`src/rtl/ntt_pair_scheduler.sv`:
```
// ntt_pair_scheduler
//   Operand scheduler for an in-place radix-2 NTT/INTT datapath. It walks
//   every stage of an N = 2^log_n point transform and issues one butterfly
//   per accepted handshake. Each butterfly carries the coefficient pair
//   addresses, the twiddle index and the mode select. The matching
//   write-back addresses come out of a free-running delay line that is
//   pipe_depth cycles deep.
//
//   Parameters
//     log_n      : log2 of transform size (2..15)
//     pipe_depth : cycles from an accepted read to its write-back (>= 1)
//
//   Ports
//     clk, rst              : clock and synchronous active-high reset
//     start, mode           : begin a transform; mode 0 = NTT (CT), 1 = INTT (GS)
//     busy, done            : activity flag and one-cycle completion pulse
//     rd_valid, rd_ready    : butterfly request handshake
//     rd_addr_a, rd_addr_b  : coefficient pair addresses
//     tw_idx, bf_select     : twiddle index and latched mode
//     stage                 : current stage number
//     wr_en, wr_addr_a/b    : write-back strobe and addresses
//
//   Configuration macro
//     NTT_SCHED_STAGE_DRAIN_EN : when defined, the pipeline drains between
//     every pair of stages. When undefined, stages run back to back and the
//     pipeline drains only after the final stage.

module ntt_pair_scheduler #(
    parameter int unsigned log_n      = 8,
    parameter int unsigned pipe_depth = 3
) (
    input  logic             clk,
    input  logic             rst,
    input  logic             start,
    input  logic             mode,
    output logic             busy,
    output logic             done,
    output logic             rd_valid,
    input  logic             rd_ready,
    output logic [log_n-1:0] rd_addr_a,
    output logic [log_n-1:0] rd_addr_b,
    output logic [log_n-1:0] tw_idx,
    output logic             bf_select,
    output logic [3:0]       stage,
    output logic             wr_en,
    output logic [log_n-1:0] wr_addr_a,
    output logic [log_n-1:0] wr_addr_b
);

    localparam int unsigned DW        = $clog2(pipe_depth + 1);
    localparam int unsigned K_LAST_I  = (1 << (log_n - 1)) - 1;
    localparam int unsigned S_LAST_I  = log_n - 1;
    localparam int unsigned D_LAST_I  = pipe_depth - 1;
    localparam logic [log_n-1:0] K_LAST = K_LAST_I[log_n-1:0];
    localparam logic [3:0]       S_LAST = S_LAST_I[3:0];
    localparam logic [DW-1:0]    D_LAST = D_LAST_I[DW-1:0];
    localparam logic [log_n-1:0] ONE    = {{(log_n-1){1'b0}}, 1'b1};
    localparam int unsigned      EW     = 2 * log_n + 1;

    typedef enum logic [1:0] {
        S_IDLE,
        S_ISSUE,
        S_DRAIN,
        S_DONE
    } state_t;

    state_t           state_q, state_d;
    logic [3:0]       s_q, s_d;
    logic [log_n-1:0] k_q, k_d;
    logic             mode_q, mode_d;
    logic [DW-1:0]    cnt_q, cnt_d;

    logic [log_n-1:0] a_q, a_d;
    logic [log_n-1:0] b_q, b_d;
    logic [log_n-1:0] tw_q, tw_d;

    logic [EW-1:0]    dl_q [pipe_depth];

    logic             accept;

    assign rd_valid  = (state_q == S_ISSUE);
    assign busy      = (state_q != S_IDLE);
    assign done      = (state_q == S_DONE);
    assign accept    = rd_valid && rd_ready;
    assign rd_addr_a = a_q;
    assign rd_addr_b = b_q;
    assign tw_idx    = tw_q;
    assign bf_select = mode_q;
    assign stage     = s_q;

    assign wr_en     = dl_q[pipe_depth-1][EW-1];
    assign wr_addr_a = dl_q[pipe_depth-1][2*log_n-1:log_n];
    assign wr_addr_b = dl_q[pipe_depth-1][log_n-1:0];

    // Next-state logic for the stage/index walk.
    always_comb begin
        state_d = state_q;
        s_d     = s_q;
        k_d     = k_q;
        mode_d  = mode_q;
        cnt_d   = cnt_q;
        unique case (state_q)
            S_IDLE: begin
                if (start) begin
                    state_d = S_ISSUE;
                    s_d     = '0;
                    k_d     = '0;
                    mode_d  = mode;
                end
            end
            S_ISSUE: begin
                if (rd_ready) begin
                    if (k_q == K_LAST) begin
                        k_d = '0;
`ifdef NTT_SCHED_STAGE_DRAIN_EN
                        state_d = S_DRAIN;
                        cnt_d   = '0;
`else
                        // Back-to-back stages: only the final stage drains.
                        if (s_q == S_LAST) begin
                            state_d = S_DRAIN;
                            cnt_d   = '0;
                        end else begin
                            s_d = s_q + 4'd1;
                        end
`endif
                    end else begin
                        k_d = k_q + ONE;
                    end
                end
            end
            S_DRAIN: begin
                if (cnt_q == D_LAST) begin
`ifdef NTT_SCHED_STAGE_DRAIN_EN
                    if (s_q == S_LAST) begin
                        state_d = S_DONE;
                    end else begin
                        state_d = S_ISSUE;
                        s_d     = s_q + 4'd1;
                    end
`else
                    state_d = S_DONE;
`endif
                end else begin
                    cnt_d = cnt_q + 1'b1;
                end
            end
            S_DONE: begin
                state_d = S_IDLE;
                s_d     = '0;
            end
            default: state_d = S_IDLE;
        endcase
    end

    // Address generation from the next (s, k) so that outputs are registered.
    // NTT butterflies span d = N >> (s+1); INTT butterflies span d = 1 << s.
    always_comb begin
        int unsigned      lg;
        logic [log_n-1:0] d;
        logic [log_n-1:0] g;
        logic [log_n-1:0] j;
        lg = '0;
        d  = '0;
        g  = '0;
        j  = '0;
        if (mode_d) begin
            lg = {28'd0, s_d};
        end else begin
            lg = (log_n - 1) - {28'd0, s_d};
        end
        d = ONE << lg;
        g = k_d >> lg;
        j = k_d & (d - ONE);
        a_d = (g << (lg + 1)) | j;
        b_d = a_d + d;
        if (mode_d) begin
            tw_d = (ONE << ((log_n - 1) - {28'd0, s_d})) + g;
        end else begin
            tw_d = (ONE << s_d) + g;
        end
    end

    always_ff @(posedge clk) begin
        if (rst) begin
            state_q <= S_IDLE;
            s_q     <= '0;
            k_q     <= '0;
            mode_q  <= 1'b0;
            cnt_q   <= '0;
            a_q     <= '0;
            b_q     <= '0;
            tw_q    <= '0;
        end else begin
            state_q <= state_d;
            s_q     <= s_d;
            k_q     <= k_d;
            mode_q  <= mode_d;
            cnt_q   <= cnt_d;
            a_q     <= a_d;
            b_q     <= b_d;
            tw_q    <= tw_d;
        end
    end

    // Free-running write-back delay line; reset drops any pairs in flight.
    always_ff @(posedge clk) begin
        if (rst) begin
            for (int unsigned i = 0; i < pipe_depth; i++) begin
                dl_q[i] <= '0;
            end
        end else begin
            dl_q[0] <= {accept, a_q, b_q};
            for (int unsigned i = 1; i < pipe_depth; i++) begin
                dl_q[i] <= dl_q[i-1];
            end
        end
    end

endmodule

```
`config.mk`:
```
export PLATFORM = sky130hd
export DESIGN_NAME = ntt_pair_scheduler
export DESIGN_NICKNAME = d
export VERILOG_FILES = /design/src/rtl/ntt_pair_scheduler.sv
export SDC_FILE = /design/constraint.sdc
export NUM_CORES = 1
export LEC_CHECK = 0
export ABC_AREA = 1
export CORE_ASPECT_RATIO = 0.9
export CORE_MARGIN = 5
export CORE_UTILIZATION = 35
export CTS_BUF_LIST = sky130_fd_sc_hd__clkbuf_2 sky130_fd_sc_hd__clkbuf_4 sky130_fd_sc_hd__clkbuf_8
export DETAILED_ROUTE_END_ITERATION = 8
export GPL_TIMING_DRIVEN = 0
export MAX_ROUTING_LAYER = met4
export PLACE_DENSITY = 0.66
export SYNTH_ARGS = -nofsm -noshare
export SYNTH_HDL_FRONTEND = slang
export SYNTH_SLANG_ARGS = --single-unit
```
`constraint.sdc`:
```
create_clock -name clk -period 13.9 [get_ports clk]
set_clock_uncertainty 0.1 [all_clocks]
set_input_delay 4.17 -clock clk [delete_from_list [all_inputs] [get_ports clk]]
set_output_delay 4.17 -clock clk [all_outputs]
set_load 0.005 [all_outputs]
```
==> results by group <==
Status
  – Outcome: finished, final reports clean

Timing
  – Worst slew slack as a fraction of its limit: 52.48%
  – Least-Margin Pin Slew: 0.7054 ns
  – Final Hold Viols: 0
  – Final Hold Slack: 0.2896 ns
  – Maximum clock frequency: 0.1053 GHz
  – Clock period minus worst slack: 9.495 ns
  – Number of setup violations in the final report: 0
  – Final period utilization: 68.31%
  – Setup repair after global routing missed its margin: false
  – Final TNS setup: 0 ns
  – Final number of max-transition violations: 0

Pwr
  – Peak supply drop: 0.00006411 V
  – PwrDens: 173.0 nW/µm²
  – LEAKAGE: 2.668 nW

Clocking
  – Number of buffers inserted during clock tree synthesis: 9
  – Sink Count: 92
  – TritonCTS clock tree: yes
  – Quantity of hold-fixing buffers added after cts: 0
  – CTS clock-pin slew for the worst setup and hold paths: 0.09 ns
  – Number of buffers added for setup after CTS: 0
  – Root Buffer: clkbuf_8
  – Post-CTS Resized: 0
  – Worst skew pair latency: 0.37 ns
  – H-tree level count: 3
  – Number of buffers on the longest clock path: 2

Synth
  – Cell types occupying the most area after synthesis: dfxtp_1 (37%), inv_1 (9.1%), nor2_1 (9.1%)
  – Synth unique cells: 42
  – Avg Synthesized Cell Area: 7.037 µm²
  – Biggest area consumer among synthesized cells: dfxtp_1
  – Sequential share of the synthesized area: 36.71%
  – Post-Synthesis Cell Area: 5017 µm²
  – Post-Synthesis Net Count: 748
  – Most common library cells after synthesis: inv_1 (121), nor2_1 (121), nand2_1 (118)
  – Register bit count reported by yosys: 92
  – Async set-reset flop share out of synthesis: 0%
  – EDFF count, synth: 0
  – Post-synth top area share: 36.71%
  – Number of cells produced by synthesis: 713
  – Prevailing post-synth register cell: dfxtp_1
  – Count of synthesis-stage warnings from yosys: 0

Detailed routing
  – Total vias in the final route: 4357
  – Number of DRC violations after detailed-routing iteration 0: 370
  – Final routed wire length divided by cell count: 11.75 µm
  – Drt via density: 4.473
  – DRC Markers: 0
  – Antenna-violating nets left: 0
  – Total wire length after detailed routing: 11.44 mm
  – Number of iterations in the first detailed-routing pass: 5

Die
  – Die Y-Extent: 123.6 µm
  – Die area: 16830 µm²
  – Effective utilization at floorplan: 35.70%
  – Std cell rows: 41
  – Floorplan Core Area: 14060 µm²
  – Count of pins on the block boundary: 54
  – Horizontal die dimension: 136.2 µm

Setup path
  – Highest-delay cell along the critical path: clkdlybuf4s50_1
  – Max Fanout on Critical Path: 10
  – Data arrival time of the critical path: 9.65 ns
  – Crit-path most repeated cell: nor2_1
  – Launching element type of the critical path: input port
  – Worst Path Required: 14.05 ns
  – Class of the most critical setup path: input port to register
  – Endpoint class of the critical path: register
  – Slowest Stage Delay on Critical Path: 0.63 ns

Finish
  – Fraction of layout cells with a size suffix above 1: 11.40%
  – Number of diodes added for antenna fixing: 0
  – Layout area overhead: 19.23%
  – Filler Cell Count: 1489
  – Post-route design area: 5982 µm²
  – Nets@finish: 811

GRT
  – Global-route congestion overflow total: 0
  – Wire length of the first global-routing pass: 19.21 mm
  – Vias in the first global route: 4020
  – Overall track demand over capacity in global routing: 14.63%
  – Pin count of the biggest net entering global routing: 17
  – Antenna violations before repair: 0

Run
  – Max-capacitance violation count: 0

Placement
  – Final GP Congestion: 0.8932
  – Number of input and output port buffers inserted: 52
  – Placed cell area: 5779 µm²
  – Detailed placer's ending HPWL: 9.087 mm

Hold path
  – Worst hold path type: register to register
[sequential cells by signal (all words and copies together), names as in the netlist]
signal / flops
tw_idx: 8
state_q: 2
stage: 4
dl_q: 51
bf_select: 1
k_q: 8
rd_addr_b: 8
cnt_q: 2
rd_addr_a: 8
[layer usage]
metal  vias to the layer above  routed length [µm]  track usage, %
met1                      1925                5406           19.03
met2                        92                5289           23.61
met4                         0                 134           3.778
met3                         8                 613           2.787
li1                       2332                   -               -
met5                         -                   0               -
[cells in the final DEF (no fill, tap or decap), types with 8 or more instances in the layout]
master	netlist	layout
a21oi_1	32	32
buf_4	17	17
clkbuf_1	9	9
nand3_1	55	55
inv_2	9	9
nand2_1	118	118
nand4_1	13	13
nor2_1	121	121
o21ai_0	24	24
clkbuf_8	0	9
clkdlybuf4s50_1	0	52
nor3_1	8	8
ha_1	28	28
dfxtp_1	92	92
nand2_2	10	10
inv_1	121	121
[power breakdown]
group	switching [mW]	internal, mW
registers	0.0171	0.305
logic	0.330	0.199
clock network	0.0967	0.0867
total	0.444	0.591
[worst max-delay path, delay by kind of cell]
kind / cells / cell delay (ns)
AOI/OAI and AO/OA: 2 / 0.25
adders and majority gates: 3 / 0.62
and+or+nand+nor: 28 / 3.24
buffers and inverters: 6 / 1.15
xor gates and xnor gates: 1 / 0.20
[worst paths after layout]
| path | slack (ns) | cells past startpoint | endpoint | start |
|---|---|---|---|---|
| worst max-delay path | 4.40 | 40 | rd_addr_b[7] | rd_ready |
| worst min-delay path | 0.29 | 2 | dl_q[0][29] | dl_q[0][12] |
| worst max register to register | 8.22 | 40 | rd_addr_b[7] | k_q[0] |
| worst min register to register | 0.29 | 2 | dl_q[0][29] | dl_q[0][12] |
[cell type report]
type                       instances  area (µm²)  area share [%]
clock buffer                      10       131.4           2.196
timing repair buffer              52       520.5           8.701
sequential                        92        1842           30.79
inverter                         131       491.7           8.220
tap                              193       241.5           4.037
multi-input combinational        456        2451           40.97
clock inverter                     6       71.32           1.192
buffer                            34       232.7           3.890
[cell families after synthesis]
kind of cell | share of synthesized area (%)
AO/OA/AOI/OAI | 7.905
flip-flops | 36.71
AND/OR/NAND/NOR | 32.82
buffers and inverters | 14.44
adder cells (fa/ha/maj) | 7.781
XOR/XNOR | 0.3492
[stage by stage]
stage | power, mW | utilization, % | setup WS (ns) | cells
global placement | 0.8536 | 41.12 | 4.111 | 958
CTS | 1.040 | 42.56 | 4.449 | 974
global route | 1.135 | 42.56 | 3.805 | 974
floorplan | 0.6969 | - | 5.377 | 713
finish | 1.035 | 42.56 | 4.405 | 974
detailed placement | 0.8560 | 41.12 | 4.078 | 958
(Power assumes the default switching activity.)
